### src/rtl/vdp_text_renderer_if.sv
// Read bus between the text renderer and its text RAM / font ROM.
interface vdp_text_renderer_if;
  logic [11:0] text_addr;
  logic [15:0] text_data;
  logic [11:0] font_addr;
  logic [7:0]  font_data;

  modport master (output text_addr, output font_addr, input text_data, input font_data);
  modport slave  (input text_addr, input font_addr, output text_data, output font_data);
endinterface

### src/rtl/vdp_text_renderer.sv
// 80x30 text-mode renderer: five-stage fetch pipeline from sync-generator positions
// to palette-mapped RGB, with syncs delayed alongside, attribute blink and a cursor.
module vdp_text_renderer #(
  parameter int COLS         = 80,
  parameter int ROWS         = 30,
  parameter int BLINK_FRAMES = 30
) (
  input  logic                clk,
  input  logic                reset,
  input  logic [9:0]          hpos,
  input  logic [9:0]          vpos,
  input  logic                display_on,
  input  logic                hsync,
  input  logic                vsync,
  vdp_text_renderer_if.master mem,
  input  logic                cursor_en,
  input  logic [6:0]          cursor_col,
  input  logic [4:0]          cursor_row,
  output logic [11:0]         rgb,
  output logic                hsync_o,
  output logic                vsync_o,
  output logic                display_on_o
);
  localparam int CNT_W = (BLINK_FRAMES > 1) ? $clog2(BLINK_FRAMES) : 1;
  localparam logic [CNT_W-1:0] CNT_LAST = CNT_W'(BLINK_FRAMES - 1);
  localparam logic [6:0] COL_LIM = 7'(COLS);
  localparam logic [5:0] ROW_LIM = 6'(ROWS);

  function automatic logic [3:0] chan(input logic on, input logic bright);
    return (on ? 4'hA : 4'h0) + (bright ? 4'h5 : 4'h0);
  endfunction

  // CGA palette: idx[2:0] selects R/G/B at 0xA, idx[3] lifts all channels by 5; 6 is brown
  function automatic logic [11:0] pal(input logic [3:0] idx);
    logic [3:0] g;
    g = chan(idx[1], idx[3]);
    if (idx == 4'd6) g = 4'h5;
    return {chan(idx[2], idx[3]), g, chan(idx[0], idx[3])};
  endfunction

  logic [6:0]  cell_col;
  logic [5:0]  cell_row;
  logic        cell_ok;
  logic [11:0] cell_addr;
  logic        hit;

  assign cell_col  = hpos[9:3];
  assign cell_row  = vpos[9:4];
  assign cell_ok   = display_on && (cell_col < COL_LIM) && (cell_row < ROW_LIM);
  assign cell_addr = {cell_row, 6'b0} + {2'b0, cell_row, 4'b0} + {5'b0, cell_col};
  assign hit       = cursor_en && (cell_col == cursor_col) && (cell_row == {1'b0, cursor_row});

  logic [2:0] hpix_p1, hpix_p2, hpix_p3, hpix_p4;
  logic [3:0] vline_p1, vline_p2, vline_p3, vline_p4;
  logic       hit_p1, hit_p2, hit_p3, hit_p4;
  logic       vld_p1, vld_p2, vld_p3, vld_p4;
  logic       hs_p1, hs_p2, hs_p3, hs_p4;
  logic       vs_p1, vs_p2, vs_p3, vs_p4;
  logic [3:0] fg_p3, fg_p4;
  logic [2:0] bg_p3, bg_p4;
  logic       blink_p3, blink_p4;

  logic             vs_prev;
  logic [CNT_W-1:0] blink_cnt;
  logic             blink_phase;
  logic             pix;

  always_comb begin
    pix = mem.font_data[~hpix_p4];
    if (blink_p4 && blink_phase) pix = 1'b0;
    if (hit_p4 && !blink_phase && (vline_p4 >= 4'd14)) pix = ~pix;
  end

  always_ff @(posedge clk or posedge reset) begin
    if (reset) begin
      mem.text_addr <= '0;
      hpix_p1 <= '0; vline_p1 <= '0; hit_p1 <= 1'b0; vld_p1 <= 1'b0; hs_p1 <= 1'b1; vs_p1 <= 1'b1;
      hpix_p2 <= '0; vline_p2 <= '0; hit_p2 <= 1'b0; vld_p2 <= 1'b0; hs_p2 <= 1'b1; vs_p2 <= 1'b1;
      mem.font_addr <= '0;
      hpix_p3 <= '0; vline_p3 <= '0; hit_p3 <= 1'b0; vld_p3 <= 1'b0; hs_p3 <= 1'b1; vs_p3 <= 1'b1;
      fg_p3 <= '0; bg_p3 <= '0; blink_p3 <= 1'b0;
      hpix_p4 <= '0; vline_p4 <= '0; hit_p4 <= 1'b0; vld_p4 <= 1'b0; hs_p4 <= 1'b1; vs_p4 <= 1'b1;
      fg_p4 <= '0; bg_p4 <= '0; blink_p4 <= 1'b0;
      rgb <= '0; hsync_o <= 1'b1; vsync_o <= 1'b1; display_on_o <= 1'b0;
    end else begin
      // S1: cell address and cursor compare
      mem.text_addr <= cell_ok ? cell_addr : 12'd0;
      hpix_p1 <= hpos[2:0]; vline_p1 <= vpos[3:0]; hit_p1 <= hit;
      vld_p1 <= display_on; hs_p1 <= hsync; vs_p1 <= vsync;
      // S2: text RAM read in flight
      hpix_p2 <= hpix_p1; vline_p2 <= vline_p1; hit_p2 <= hit_p1;
      vld_p2 <= vld_p1; hs_p2 <= hs_p1; vs_p2 <= vs_p1;
      // S3: attribute split, glyph row address
      mem.font_addr <= {mem.text_data[7:0], vline_p2};
      fg_p3 <= mem.text_data[11:8]; bg_p3 <= mem.text_data[14:12]; blink_p3 <= mem.text_data[15];
      hpix_p3 <= hpix_p2; vline_p3 <= vline_p2; hit_p3 <= hit_p2;
      vld_p3 <= vld_p2; hs_p3 <= hs_p2; vs_p3 <= vs_p2;
      // S4: font ROM read in flight
      fg_p4 <= fg_p3; bg_p4 <= bg_p3; blink_p4 <= blink_p3;
      hpix_p4 <= hpix_p3; vline_p4 <= vline_p3; hit_p4 <= hit_p3;
      vld_p4 <= vld_p3; hs_p4 <= hs_p3; vs_p4 <= vs_p3;
      // S5: pixel select and palette
      rgb <= vld_p4 ? pal(pix ? fg_p4 : {1'b0, bg_p4}) : 12'h000;
      hsync_o <= hs_p4; vsync_o <= vs_p4; display_on_o <= vld_p4;
    end
  end

  // Frame tick on vsync falling edge at the input side
  always_ff @(posedge clk or posedge reset) begin
    if (reset) begin
      vs_prev     <= 1'b1;
      blink_cnt   <= '0;
      blink_phase <= 1'b0;
    end else begin
      vs_prev <= vsync;
      if (vs_prev && !vsync) begin
        if (blink_cnt == CNT_LAST) begin
          blink_cnt   <= '0;
          blink_phase <= ~blink_phase;
        end else begin
          blink_cnt <= blink_cnt + 1'b1;
        end
      end
    end
  end
endmodule

### src/flat_wrapper.sv
// flat-port wrapper written by rule: the top's interface ports become plain ports
module vdp_text_renderer_flat 
#(
  parameter int COLS         = 80,
  parameter int ROWS         = 30,
  parameter int BLINK_FRAMES = 30
)
  (clk, reset, hpos, vpos, display_on, hsync, vsync, cursor_en, cursor_col, cursor_row, rgb, hsync_o, vsync_o, display_on_o, mem_text_addr, mem_font_addr, mem_text_data, mem_font_data);
  vdp_text_renderer_if mem_i ();
  input  logic clk;
  input  logic reset;
  input  logic [9:0] hpos;
  input  logic [9:0] vpos;
  input  logic display_on;
  input  logic hsync;
  input  logic vsync;
  input  logic cursor_en;
  input  logic [6:0] cursor_col;
  input  logic [4:0] cursor_row;
  output logic [11:0] rgb;
  output logic hsync_o;
  output logic vsync_o;
  output logic display_on_o;
  output wire logic [$bits(mem_i.text_addr)-1:0] mem_text_addr;
  output wire logic [$bits(mem_i.font_addr)-1:0] mem_font_addr;
  input wire logic [$bits(mem_i.text_data)-1:0] mem_text_data;
  input wire logic [$bits(mem_i.font_data)-1:0] mem_font_data;
  assign mem_text_addr = mem_i.text_addr;
  assign mem_font_addr = mem_i.font_addr;
  assign mem_i.text_data = mem_text_data;
  assign mem_i.font_data = mem_font_data;
  vdp_text_renderer #(.COLS(COLS), .ROWS(ROWS), .BLINK_FRAMES(BLINK_FRAMES)) u_core (.clk(clk), .reset(reset), .hpos(hpos), .vpos(vpos), .display_on(display_on), .hsync(hsync), .vsync(vsync), .mem(mem_i), .cursor_en(cursor_en), .cursor_col(cursor_col), .cursor_row(cursor_row), .rgb(rgb), .hsync_o(hsync_o), .vsync_o(vsync_o), .display_on_o(display_on_o));
endmodule
### config.mk
export PLATFORM = sky130hd
export DESIGN_NAME = vdp_text_renderer_flat
export DESIGN_NICKNAME = d
export VERILOG_FILES = /design/src/rtl/vdp_text_renderer_if.sv /design/src/rtl/vdp_text_renderer.sv /design/src/flat_wrapper.sv
export SDC_FILE = /design/constraint.sdc
export NUM_CORES = 1
export LEC_CHECK = 0
export CAP_MARGIN = 10
export CORE_MARGIN = 2
export CORE_UTILIZATION = 46
export DETAILED_ROUTE_END_ITERATION = 7
export HOLD_SLACK_MARGIN = 0.02
export PLACE_DENSITY = 0.79
export SLEW_MARGIN = 10
export SYNTH_ARGS = -nofsm -noshare
export SYNTH_HDL_FRONTEND = slang
export SYNTH_SLANG_ARGS = --single-unit
export TNS_END_PERCENT = 20
### constraint.sdc
create_clock -name clk -period 3.6 [get_ports clk]
set_input_delay 0.36 -clock clk [delete_from_list [all_inputs] [get_ports clk]]
set_output_delay 0.36 -clock clk [all_outputs]
set_load 0.05 [all_outputs]
==> impl_metrics.toml, run 1 <==
[pwr]
irDropWorstVdd_mv = 0.258
p_int_mw = 1.59
p_sw_share_pct = 28.1
p_seq_share_pct = 52.9
leakage_nw = 2.03
p_clk_share_pct = 28.4
combPwrFrac_pct = 18.8
p_switching_uw = 620
power.density_nw_per_um2 = 482

[finish]
area_growth_pct = 38.7
final_nets = 410
drive_gt1_share_pct = 9.47
diodes = 0
final_common_cell = "clkdlybuf4s50_1"
final_cell_mix = "clkdlybuf4s50_1, dfrtp_1, nand2_1"

[synthesis]
yosysTopAreaCell = "dfrtp_1"
yosysSeqAreaShare_pct = 70.8
synth_seq_cells = 93
synth_top_area_share_pct = 62.9
synth_nets = 307
netlist_instances = 230
synth_cell_types = 35
synthTopCellsByArea = "dfrtp_1, dfstp_2, ha_1"
yosysWarnings = 0
synth_area_per_cell_um2 = 14.4
syn-cell-area_um2 = 3300

[cts]
postCtsHoldBufs = 0
cts_tree = "built"
root_buffer = "clkbuf_8"
numCtsBuffers = 9
cts-htree-levels = 3
cts_setup_buffers = 0
clockBufferDepth = 2
clk_pin_slew_ns = 0.09
clk_latency_ns = 0.34
clock-sinks = 93
cts-resized-gates = 0

[critical_path]
r2r-start = "u_core.hpix_p4[0]"
critPathTopFamily = "adder cells"
crit_path_end_kind = "register"
critical_path_required_ns = 3.86
cp_slowest_cell = "fa_1"
path_depth = 9
r2r_cells = 5
critPathMaxFanout = 3
start_kind = "primary input"
cp_num_buf_inv = 2
crit_chain = "clkdlybuf4s50_1 > inv_1 > fa_1 > fa_1 > nor2b_1 > o21ai_0 > a21boi_0 > o21ai_0 > a21oi_1"
crit_type = "primary input to register"
max_stage_delay_ns = 0.53
crit_arrival_ns = 2.70
crit_start = "hpos[9]"

[detailed_routing]
post_drt_wl_per_cell_um = 12.7
vias = 2009
drtIter0Drc = 113
finalWirelength_mm = 5.53
drc = 0
via_per_inst = 4.63
first_pass_iters = 4
antenna_left = 0

[sta]
fin_ws_ns = 1.15
period_needed_ns = 2.45
fmax_mhz = 409
fin_worst_skew_ns = 0.00644
rsz0062_at_grt = "false"
hold_viol = 0
finalSetupViolCount = 0
fin_crit_sh_pct = 68.0
slew_headroom_pct = 63.8
final.setup.tns_ns = 0
worst_pin_slew_ns = 0.543
maxSlewViolCount = 0

[global_routing]
grt_max_degree = 94
grt_pass1_vias = 2112
grt_usage_pct = 15.9
grt_pass1_wl_mm = 9.23
grt.overflow.total = 0
antenna_found_initial = 0

[min_path]
hp-start = "u_core.blink_p3"
hp-class = "register to register"
whs_path_depth = 0

[floorplanning]
die_x_um = 88.7
die-area_um2 = 7870
core_um2 = 6870
die_y_um = 88.7
ios = 101
start_util_pct = 48.1
num_rows = 30

[job]
max_cap_viol_count = 0

[place]
place_hpwl_mm = 4.17
place_ws_ns = 0.800
portBuffers = 100
gp_congestion = 0.840

[outcome]
outcome = "finished clean"
[power by group through the flow]
stage | sequential, mW | clock (mW) | combinational [mW]
floorplan | 1.25 | 0 | 0.187
global placement | 1.18 | 0 | 0.404
detailed placement | 1.19 | 0 | 0.416
CTS | 1.17 | 0.655 | 0.417
global route | 1.18 | 0.709 | 0.452
finish | 1.17 | 0.626 | 0.414
[metrics by stage]
step / power [mW] / hold WS [ns] / cell area, µm² / instances / utilization, %
final: 2.21 / 0.347 / 4580 / 434 / 66.7
after global routing: 2.34 / 0.355 / 4580 / 434 / 66.7
after global placement: 1.59 / 0.333 / 4370 / 417 / 63.6
after detailed placement: 1.60 / 0.335 / 4370 / 417 / 63.6
after floorplan: 1.44 / 0.331 / 3300 / 230 / -
after CTS: 2.24 / 0.350 / 4550 / 433 / 66.3
[worst register-to-register path: cells and delay by family, from the launching register on]
kind	cells	cell delay (ns)
mux	3	1.02
flops	1	0.42
simple gates	2	0.31
[sequential cells by signal (all words and copies together), names as in the netlist, 4 cells and up]
name / cells
u_core.vline_p2: 4
u_core.vline_p1: 4
u_core.mem.text_addr: 12
u_core.blink_cnt: 5
u_core.rgb: 5
u_core.mem.font_addr: 12
u_core.fg_p3: 4
u_core.fg_p4: 4
[final timing paths]
path / endpoint / slack, ns
worst max-delay path: u_core.mem.text_addr[11] / 1.15
min in group asynchronous: u_core.mem.text_addr[1] / 0.43
worst min-delay path: u_core.blink_p4 / 0.35
worst max register to register: u_core.rgb[7] / 1.73
max in group asynchronous: u_core.hs_p1 / 2.50
worst min register to register: u_core.blink_p4 / 0.35
[per-layer routing]
metal | global-route usage, % | vias up | wire [µm]
li1 | - | 963 | -
met2 | 27.9 | 81 | 2860
met3 | 6.62 | 6 | 472
met5 | 0 | - | 0
met4 | 5.92 | 0 | 73
met1 | 17.1 | 959 | 2130
[cell usage after synthesis]
| library cell | count |
|---|---|
| o31ai_1 | 3 |
| inv_1 | 12 |
| a21o_1 | 2 |
| nor4bb_1 | 1 |
| nand4_1 | 4 |
| nand2_1 | 14 |
| or2b_1 | 1 |
| a21boi_0 | 1 |
| nor3_1 | 6 |
| or3_1 | 1 |
| nor3_2 | 1 |
| mux2i_2 | 1 |
| xor2_1 | 5 |
| fa_1 | 2 |
| a21oi_1 | 6 |
| clkbuf_1 | 2 |
| mux2i_1 | 7 |
| o21ai_0 | 8 |
| nor4_1 | 1 |
| xnor2_1 | 10 |
| dfstp_2 | 10 |
| nor2_1 | 10 |
| ha_1 | 13 |
| buf_4 | 7 |
| o22ai_2 | 1 |
| and2_1 | 6 |
| nand2b_1 | 1 |
| nand4b_1 | 1 |
| nor2b_1 | 3 |
| nor3b_2 | 1 |
| nand3_1 | 3 |
| mux2_4 | 1 |
| and3_1 | 1 |
| nand3b_1 | 1 |
| dfrtp_1 | 83 |
[kinds of logic (layout without fill, tap and decap cells)]
family | count (synthesis) | after routing | synth area share, %
AO/OA/AOI/OAI | 21 | 21 | 3.86
buffers and inverters | 21 | 129 | 3.18
XOR/XNOR | 15 | 15 | 3.98
AND/OR/NAND/NOR | 56 | 56 | 9.02
flip-flops | 93 | 93 | 70.8
multiplexers | 9 | 9 | 2.99
adder cells (fa/ha/maj) | 15 | 15 | 6.14
[final cells by class]
cell class / count / area (µm²)
clock buffer: 11 / 141
clock inverter: 5 / 45.0
fill: 535 / 2290
inverter: 12 / 47.5
multi-input combinational: 116 / 858
sequential: 93 / 2340
tap: 96 / 120
timing repair buffer: 101 / 1030
(Power assumes the default switching activity.)
==> inputs of run 2 (changes only) <==
CORE_UTILIZATION = 42   (was 46)
PLACE_DENSITY = 0.76   (was 0.79)
clock period = 2.1 ns   (was 3.6 ns; I/O delays follow)
==> impl_metrics.toml, run 2 (synthesized netlist as in run 1, its figures left out) <==
[critical_path]
critPathMaxFanout = 2
critical_path_required_ns = 2.38
crit_type = "primary input to register"
max_stage_delay_ns = 0.45
r2r-start = "u_core.hpix_p4[0]"
crit_arrival_ns = 2.20
path_common_cell = "ha_1"
cp_num_buf_inv = 2
r2r_cells = 6
crit_path_end_kind = "register"
rr_endpoint = "u_core.rgb[3]"
crit_chain = "clkdlybuf4s50_1 > ha_1 > ha_1 > inv_1 > fa_2 > nor2b_4 > o21ai_1 > a21boi_1 > o21ai_0 > a21oi_1"
critPathTopFamily = "adder cells"
reg2reg_slack_ns = 0.38
cp_slowest_cell = "clkdlybuf4s50_1"
start_kind = "primary input"

[sta]
finalSetupViolCount = 0
period_needed_ns = 1.92
slew_headroom_pct = 62.8
hold_viol = 0
rsz0062_at_grt = "false"
fin_worst_skew_ns = 0.00916
hold_ws_ns = 0.247
fin_crit_sh_pct = 91.4
worst_pin_slew_ns = 0.557
fmax_mhz = 521
maxSlewViolCount = 0

[cts]
cts_tree = "built"
postCtsHoldBufs = 0
numCtsBuffers = 9
root_buffer = "clkbuf_8"
clockBufferDepth = 2
clk_pin_slew_ns = 0.10
cts-htree-levels = 3
clock-sinks = 93
clk_latency_ns = 0.35

[floorplanning]
die_y_um = 92.7
die-area_um2 = 8590
ios = 101
num_rows = 32
core_um2 = 7690
start_util_pct = 43.0
die_x_um = 92.7

[detailed_routing]
antenna_left = 0
via_per_inst = 4.62
vias = 2099
drtIter0Drc = 51
post_drt_wl_per_cell_um = 13.2
drc = 0
first_pass_iters = 4
finalWirelength_mm = 6.00

[place]
gp_congestion = 0.858
portBuffers = 100
place_hpwl_mm = 4.57

[finish]
final_nets = 424
drive_gt1_share_pct = 15.3
diodes = 0
area_growth_pct = 43.2
seq_area_um2 = 2340
multiInputGateArea_um2 = 878
final_common_cell = "clkdlybuf4s50_1"
final_cell_mix = "clkdlybuf4s50_1, dfrtp_1, nand2_1"
top_regs = "u_core.mem.font_addr x12, u_core.mem.text_addr x12"
nFillCells = 624

[global_routing]
grt_usage_pct = 15.4
grt_max_degree = 41
grt.overflow.total = 0
grt_pass1_vias = 2220
grt_pass1_wl_mm = 9.99
antenna_found_initial = 0

[pwr]
power.density_nw_per_um2 = 823
leakage_nw = 2.13
irDropWorstVdd_mv = 0.385
p_total_mw = 3.89

[outcome]
outcome = "finished clean"

[min_path]
hp-class = "primary input to async pin"

[job]
max_cap_viol_count = 0
==> run 2: cell types whose count changed in the layout (fill, tap and decap cells not counted), sizes merged <==
cell and change:
buf +14, clkbuf -1, clkdlybuf4s50 -3, clkinv -2, dlymetal6s2s +3, inv +3
==> run 2: report_power, final <==
part	internal [mW]	total, mW	switching [mW]
Clock	0.486	1.13	0.639
Combinational	0.350	0.762	0.411
Sequential	1.92	2.00	0.0787
==> run 2: how the worst max path moves through the flow <==
stage	from	to	slack (ns)	cells past startpoint
floorplan	hpos[9]	u_core.mem.text_addr[11]	0.17	8
global placement	hpos[9]	u_core.mem.text_addr[11]	-0.46	9
detailed placement	hpos[9]	u_core.mem.text_addr[11]	-0.55	9
CTS	vpos[6]	u_core.mem.text_addr[8]	0.01	10
global route	hpos[8]	u_core.mem.text_addr[11]	0.05	10
finish	vpos[5]	u_core.mem.text_addr[11]	0.18	10
==> run 2: stage by stage <==
step | setup WS [ns] | instance area, µm² | utilization [%] | std cells | TNS, ns
6_report | 0.180 | 4730 | 61.5 | 454 | 0
4_1_cts | 0.0138 | 4700 | 61.2 | 454 | 0
3_5_place_dp | -0.547 | 4510 | 58.6 | 437 | -2.08
2_1_floorplan | 0.174 | 3310 | - | 230 | 0
3_3_place_gp | -0.458 | 4510 | 58.6 | 437 | -1.79
5_1_grt | 0.0525 | 4730 | 61.5 | 454 | 0
==> run 2: timing repair <==
item / in CTS / in global routing
pin swaps: 2 / 6
gates resized for setup: 2 / 12
setup endpoints to repair: 4 / 4
gates cloned: 0 / 0
buffers inserted: 1 / 0
endpoints found under the hold margin: 0 / 0
==> run 2: cell type report <==
class	instances	area share [%]
Clock buffer	10	2.91
Clock inverter	6	1.08
Inverter	12	1.03
Multi-Input combinational cell	116	18.6
Sequential cell	93	49.5
Tap cell	102	2.70
Timing Repair Buffer	115	24.2
==> run 2: metal layers <==
layer	share of wire, %	wire [µm]	GRT usage (%)	up-vias
li1	-	-	-	991
met1	38	2310	16.7	996
met2	48	2900	25.6	100
met3	11	666	6.92	12
met4	2.1	125	7.60	0
met5	0	0	0	-
